--- config.mk ---
export PLATFORM = sky130hd
export DESIGN_NAME = spi_attn_scheduler_flat
export DESIGN_NICKNAME = d
export VERILOG_FILES = /design/src/rtl/spi_attn_scheduler_if.sv /design/src/rtl/spi_attn_scheduler.sv /design/src/flat_wrapper.sv
export SDC_FILE = /design/constraint.sdc
export NUM_CORES = 1
export LEC_CHECK = 0
export ABC_AREA = 1
export BUFFER_PORTS_ARGS = -buffer_cell sky130_fd_sc_hd__buf_4
export CORE_ASPECT_RATIO = 1.1
export CORE_MARGIN = 4
export CORE_UTILIZATION = 52
export CTS_CLUSTER_SIZE = 20
export DETAILED_ROUTE_END_ITERATION = 6
export PLACE_DENSITY_LB_ADDON = 0.3
export SLEW_MARGIN = 10
export SYNTH_ARGS = -nofsm -noshare
export SYNTH_HDL_FRONTEND = slang
export SYNTH_SLANG_ARGS = --single-unit
--- constraint.sdc ---
create_clock -name clk -period 2.33 [get_ports clk]
set_clock_uncertainty 0.05 [all_clocks]
set_input_delay 0.466 -clock clk [delete_from_list [all_inputs] [get_ports clk]]
set_output_delay 0.466 -clock clk [all_outputs]
set_load 0.02 [all_outputs]
--- src/rtl/spi_attn_scheduler_if.sv ---
// Requester and serializer signal bundle for the attenuator SPI scheduler.
// The slave side belongs to the scheduler, and the master side belongs to the requesters and serializer.
interface spi_attn_scheduler_if #(
  parameter int NUM_CH = 4,
  parameter int ATTN_W = 6,
  parameter int ADDR_W = 4,
  parameter int REG_W  = 32
);
  logic [NUM_CH-1:0]        req;
  logic [NUM_CH*ATTN_W-1:0] atten_data;
  logic [NUM_CH-1:0]        ack;
  logic                     busy;
  logic [REG_W-1:0]         ser_data;
  logic                     ser_ld;
  logic                     ser_cs;
  logic [ADDR_W-1:0]        last_chan;
  logic                     timeout_err;

  modport master (
    output req, atten_data, ser_cs,
    input  ack, busy, ser_data, ser_ld, last_chan, timeout_err
  );

  modport slave (
    input  req, atten_data, ser_cs,
    output ack, busy, ser_data, ser_ld, last_chan, timeout_err
  );
endinterface

--- src/rtl/spi_attn_scheduler.sv ---
// Round-robin sharing of one SPI serializer among NUM_CH attenuator requesters; all outputs are registered.
// Flow: grant (1 cycle) -> ser_ld for LD_CYCLES -> CS high then low (each wait bounded by TIMEOUT) -> one-cycle ack.
module spi_attn_scheduler #(
  parameter int NUM_CH    = 4,
  parameter int ATTN_W    = 6,
  parameter int ADDR_W    = 4,
  parameter int REG_W     = 32,
  parameter int LD_CYCLES = 4,
  parameter int TIMEOUT   = 4096
) (
  input logic                 clk,
  input logic                 rst_n,
  spi_attn_scheduler_if.slave bus
);
  localparam int LDW = $clog2(LD_CYCLES);
  localparam int TW  = $clog2(TIMEOUT);
  localparam logic [NUM_CH-1:0] ACK_ONE = NUM_CH'(1);

  typedef enum logic [2:0] {IDLE, ARB, LOAD, WAIT_HI, WAIT_LO, DONE} state_t;

  state_t             state;
  logic [ADDR_W-1:0]  ptr;
  logic [ADDR_W-1:0]  grant;
  logic [ADDR_W-1:0]  winner;
  logic               found;
  logic [NUM_CH-1:0]  req_rot;
  logic [ATTN_W-1:0]  code;
  logic [REG_W-1:0]   frame;
  logic [LDW-1:0]     ld_cnt;
  logic [TW-1:0]      wait_cnt;

  // Rotate the requests so that bit 0 is the pointer position. The lowest set bit is then the winner.
  always_comb begin
    req_rot = NUM_CH'({bus.req, bus.req} >> ptr);
    found   = 1'b0;
    winner  = '0;
    for (int i = NUM_CH - 1; i >= 0; i--) begin
      if (req_rot[i]) begin
        found  = 1'b1;
        winner = ADDR_W'((int'(ptr) + i) % NUM_CH);
      end
    end
    code = '0;
    for (int c = 0; c < NUM_CH; c++) begin
      if (winner == ADDR_W'(c)) code = bus.atten_data[c*ATTN_W +: ATTN_W];
    end
    frame                  = '0;
    frame[ATTN_W-1:0]      = code;
    frame[ATTN_W +: ADDR_W] = winner;
  end

  always_ff @(posedge clk or negedge rst_n) begin
    if (!rst_n) begin
      state           <= IDLE;
      ptr             <= '0;
      grant           <= '0;
      ld_cnt          <= '0;
      wait_cnt        <= '0;
      bus.ack         <= '0;
      bus.busy        <= 1'b0;
      bus.ser_data    <= '0;
      bus.ser_ld      <= 1'b0;
      bus.last_chan   <= '0;
      bus.timeout_err <= 1'b0;
    end else begin
      bus.ack <= '0;
      case (state)
        IDLE: if (|bus.req) state <= ARB;
        ARB: begin
          if (found) begin
            bus.ser_data  <= frame;
            bus.last_chan <= winner;
            grant         <= winner;
            ptr           <= (winner == ADDR_W'(NUM_CH - 1)) ? '0 : winner + 1'b1;
            bus.busy      <= 1'b1;
            bus.ser_ld    <= 1'b1;
            ld_cnt        <= '0;
            state         <= LOAD;
          end else begin
            state <= IDLE;
          end
        end
        LOAD: begin
          if (ld_cnt == LDW'(LD_CYCLES - 1)) begin
            bus.ser_ld <= 1'b0;
            wait_cnt   <= '0;
            state      <= WAIT_HI;
          end else begin
            ld_cnt <= ld_cnt + 1'b1;
          end
        end
        WAIT_HI: begin
          if (bus.ser_cs) begin
            wait_cnt <= '0;
            state    <= WAIT_LO;
          end else if (wait_cnt == TW'(TIMEOUT - 1)) begin
            bus.timeout_err <= 1'b1;
            bus.ack         <= ACK_ONE << grant;
            state           <= DONE;
          end else begin
            wait_cnt <= wait_cnt + 1'b1;
          end
        end
        WAIT_LO: begin
          // On a timeout the requester is still acked so that it is never left hanging.
          if (!bus.ser_cs) begin
            bus.ack <= ACK_ONE << grant;
            state   <= DONE;
          end else if (wait_cnt == TW'(TIMEOUT - 1)) begin
            bus.timeout_err <= 1'b1;
            bus.ack         <= ACK_ONE << grant;
            state           <= DONE;
          end else begin
            wait_cnt <= wait_cnt + 1'b1;
          end
        end
        DONE: begin
          bus.busy <= 1'b0;
          state    <= IDLE;
        end
        default: state <= IDLE;
      endcase
    end
  end
endmodule

--- src/flat_wrapper.sv ---
// flat-port wrapper written by rule: the top's interface ports become plain ports
module spi_attn_scheduler_flat 
#(
  parameter int NUM_CH    = 4,
  parameter int ATTN_W    = 6,
  parameter int ADDR_W    = 4,
  parameter int REG_W     = 32,
  parameter int LD_CYCLES = 4,
  parameter int TIMEOUT   = 4096
)
  (clk, rst_n, bus_req, bus_atten_data, bus_ser_cs, bus_ack, bus_busy, bus_ser_data, bus_ser_ld, bus_last_chan, bus_timeout_err);
  spi_attn_scheduler_if #(.NUM_CH(NUM_CH), .ATTN_W(ATTN_W), .ADDR_W(ADDR_W), .REG_W(REG_W)) bus_i ();
  input logic clk;
  input logic rst_n;
  input wire logic [$bits(bus_i.req)-1:0] bus_req;
  input wire logic [$bits(bus_i.atten_data)-1:0] bus_atten_data;
  input wire logic [$bits(bus_i.ser_cs)-1:0] bus_ser_cs;
  output wire logic [$bits(bus_i.ack)-1:0] bus_ack;
  output wire logic [$bits(bus_i.busy)-1:0] bus_busy;
  output wire logic [$bits(bus_i.ser_data)-1:0] bus_ser_data;
  output wire logic [$bits(bus_i.ser_ld)-1:0] bus_ser_ld;
  output wire logic [$bits(bus_i.last_chan)-1:0] bus_last_chan;
  output wire logic [$bits(bus_i.timeout_err)-1:0] bus_timeout_err;
  assign bus_i.req = bus_req;
  assign bus_i.atten_data = bus_atten_data;
  assign bus_i.ser_cs = bus_ser_cs;
  assign bus_ack = bus_i.ack;
  assign bus_busy = bus_i.busy;
  assign bus_ser_data = bus_i.ser_data;
  assign bus_ser_ld = bus_i.ser_ld;
  assign bus_last_chan = bus_i.last_chan;
  assign bus_timeout_err = bus_i.timeout_err;
  spi_attn_scheduler #(.NUM_CH(NUM_CH), .ATTN_W(ATTN_W), .ADDR_W(ADDR_W), .REG_W(REG_W), .LD_CYCLES(LD_CYCLES), .TIMEOUT(TIMEOUT)) u_core (.clk(clk), .rst_n(rst_n), .bus(bus_i));
endmodule
==> metrics.txt <==
status=finished, final reports clean; Initial Utilization=0.548; LEAKAGE=1.52 nW; fraction of layout cells with a size suffix above 1=0.212; WS Path Type=reg -> reg; clk slew on worst S/H paths=0.07 ns; Layout area overhead=19.2%; Fin. Hold Viols=0; Worst EP required=2.45 ns; post-synth design cell area=0.00240 mm²; TritonRoute pass-1 iters=4; Routed WL=between 5 and 6 mm; total clock buffers created by CTS=5; CTS Hold Bufs=0; fin area=0.00286 mm²; slowest library cell on the worst path=dfrtp_2; setup ws final=around 0.14 ns; Clock Latency Late Sink=around 0.29 ns; crit-path max cell delay=around 0.45 ns; via count=2160; detailed router's first-iteration violation count=117; Max clock buf depth=2; maxcap violations=0; DP HPWL=3.93 mm; Post-Synthesis Cells=334; post-synth cell types=29; sequential-to-total area share from yosys stat=0.355; detail-routed via count per cell=between 4 and 5; GRT Util Overall=0.186; H-tree levels=2; final setup vio count=0; filler instances=399; PD cells=1340 mW/mm²; Die X-Extent=~73 µm; area of the multi-input gates=0.00128 mm²; CTS tree=yes; Worst Hold Class=in -> async; Crit Path Max Fanout=6; final slew viol count=0; Ports=74; initial antenna violation count=0; chip height=roughly 79 µm; area leader, netlist=dfrtp_1; Setup TNS=0 ns; # clock sinks=34; crit share post-route=0.941; FF+latch area=853 µm²; Non-Filler Instances=440; Root Buffer=clkbuf_8; vias in the first global route=2032; Port Buffers=47; FF+latch count, synth=34; Syn Area/Cell=7.18 µm²; Antenna Nets Post-Route=0; NumNets Final=422; most common cell after layout, fill and taps aside=nand2_1; Cell Rows=25; DP Worst Slack=-0.00422 ns; WL per Instance=11.5 µm; placer congestion estimate=about 0.83; Congestion Overflow GR=0; n_diodes=0; warnings from Yosys=0; largest net degree at the start of global routing=35; min cycle time layout=2.19 ns; critical-path cell list=inv_2, nand2_1, nand2_1, nand2_1, nand2_1, nor2_1, o21ai_1, nand2_1, nand2_2, inv_1, ha_1, buf_4, a21oi_1, nand2_1, o211ai_1, a31oi_1; Max Fclk=0.456 GHz; Synth top area share=0.355; startpoint types=flip-flop; Crit path top cell by count=nand2_1; core footprint=0.00438 mm²; crit path DAT=2.31 ns; DP Area=0.00270 mm²; crit end category=flip-flop; first-pass GRT wire length=~8.6 mm; # DRC=0; IR drop worst, VDD=0.00116 V; Synth area leaders=dfrtp_1, nand2_1, buf_4, inv_1, nand3_1; commonest non-fill, non-tap cells in the layout=nand2_1, buf_4, inv_1; Die ar.=between 0.005 and 0.006 mm²; placed cells=432
[per-stage QoR]
| stage | power [mW] | hold WS (ns) | utilization |
|---|---|---|---|
| after floorplan | 2.59 | 0.120 | - |
| after global placement | 3.06 | 0.389 | 0.617 |
| after detailed placement | 3.09 | 0.387 | 0.617 |
| after CTS | 3.77 | 0.0715 | 0.649 |
| after global routing | 4.20 | 0.0829 | 0.653 |
| final | 3.84 | 0.0585 | 0.653 |
[repair_timing]
item / CTS / global route
buffers inserted: 0 / 0
resized for setup: 0 / 10
endpoints found under the setup margin: 0 / 6
[report_power, final]
part | internal (mW) | switching, mW
Combinational | 0.832 | 1.39
Sequential | 0.782 | 0.178
Clock | 0.429 | 0.228
[layer usage]
| metal | track usage | vias to the layer above | part of all wire |
|---|---|---|---|
| li1 | - | 1118 | - |
| met1 | 0.229 | 981 | 0.43 |
| met2 | 0.314 | 53 | 0.50 |
| met3 | 0.0443 | 8 | 0.050 |
| met4 | 0.0664 | 0 | 0.018 |
| met5 | 0 | - | 0 |
[logic make-up after synthesis]
group                    synth area share
AND/OR/NAND/NOR                     0.333
AO/OA/AOI/OAI                       0.102
adder cells (fa/ha/maj)            0.0313
other                             0.00156
flip-flops                          0.355
buffers and inverters               0.159
XOR/XNOR                           0.0183
[critical path, delay by kind of cell (launching register included)]
family	cells	cell delay [ns]
fa+ha+maj	1	0.24
compound gates	4	0.39
buf+inv	3	0.34
flops	1	0.45
simple gates	8	0.61
[layout make-up]
class / count / area share
clock buffer: 5 / 0.0241
clock inverter: 3 / 0.0241
inverter: 40 / 0.0525
multi-input combinational: 254 / 0.446
sequential: 34 / 0.298
tap: 54 / 0.0236
timing repair buffer: 50 / 0.131
[synthesized netlist by cell type, drive strengths merged]
cell and number:
o211ai 9, conb 1, o21bai 1, nand4 5, inv 40, a31oi 8, nor3 5, ha 6
nor2 32, nand3b 1, a21boi 1, xnor2 3, buf 31, dfrtp 34, nand3 27, xor2 2
o21ai 13, nand2 107, a21oi 8
[registers in the layout, summed over array words and instances, names as in the netlist]
| register | cells |
|---|---|
| u_core.bus.ser_data | 7 |
| u_core.ld_cnt | 2 |
| u_core.ptr | 2 |
| u_core.bus.ack | 4 |
| u_core.wait_cnt | 12 |
| u_core.bus.last_chan | 1 |
| u_core.bus.ser_ld | 1 |
| u_core.bus.timeout_err | 1 |
| u_core.bus.busy | 1 |
| u_core.state | 3 |
[worst paths after layout]
check | end | cells past startpoint | slack [ns] | startpoint
min in group clk | u_core.bus.ser_data[0]$_DFFE_PN0P_ | 3 | 0.39 | bus_atten_data[18]
worst min-delay path | u_core.state[2]$_DFFE_PN0P_ | 1 | 0.06 | rst_n
worst max-delay path | u_core.bus.ser_data[4]$_DFFE_PN0P_ | 16 | 0.14 | u_core.ptr[0]$_DFFE_PN0P_
max in group asynchronous | u_core.ptr[0]$_DFFE_PN0P_ | 1 | 1.84 | rst_n
worst min register to register | u_core.bus.timeout_err$_DFFE_PN0P_ | 2 | 0.42 | u_core.bus.timeout_err$_DFFE_PN0P_
worst max register to register | u_core.bus.ser_data[4]$_DFFE_PN0P_ | 16 | 0.14 | u_core.ptr[0]$_DFFE_PN0P_
(Power assumes the default switching activity.)
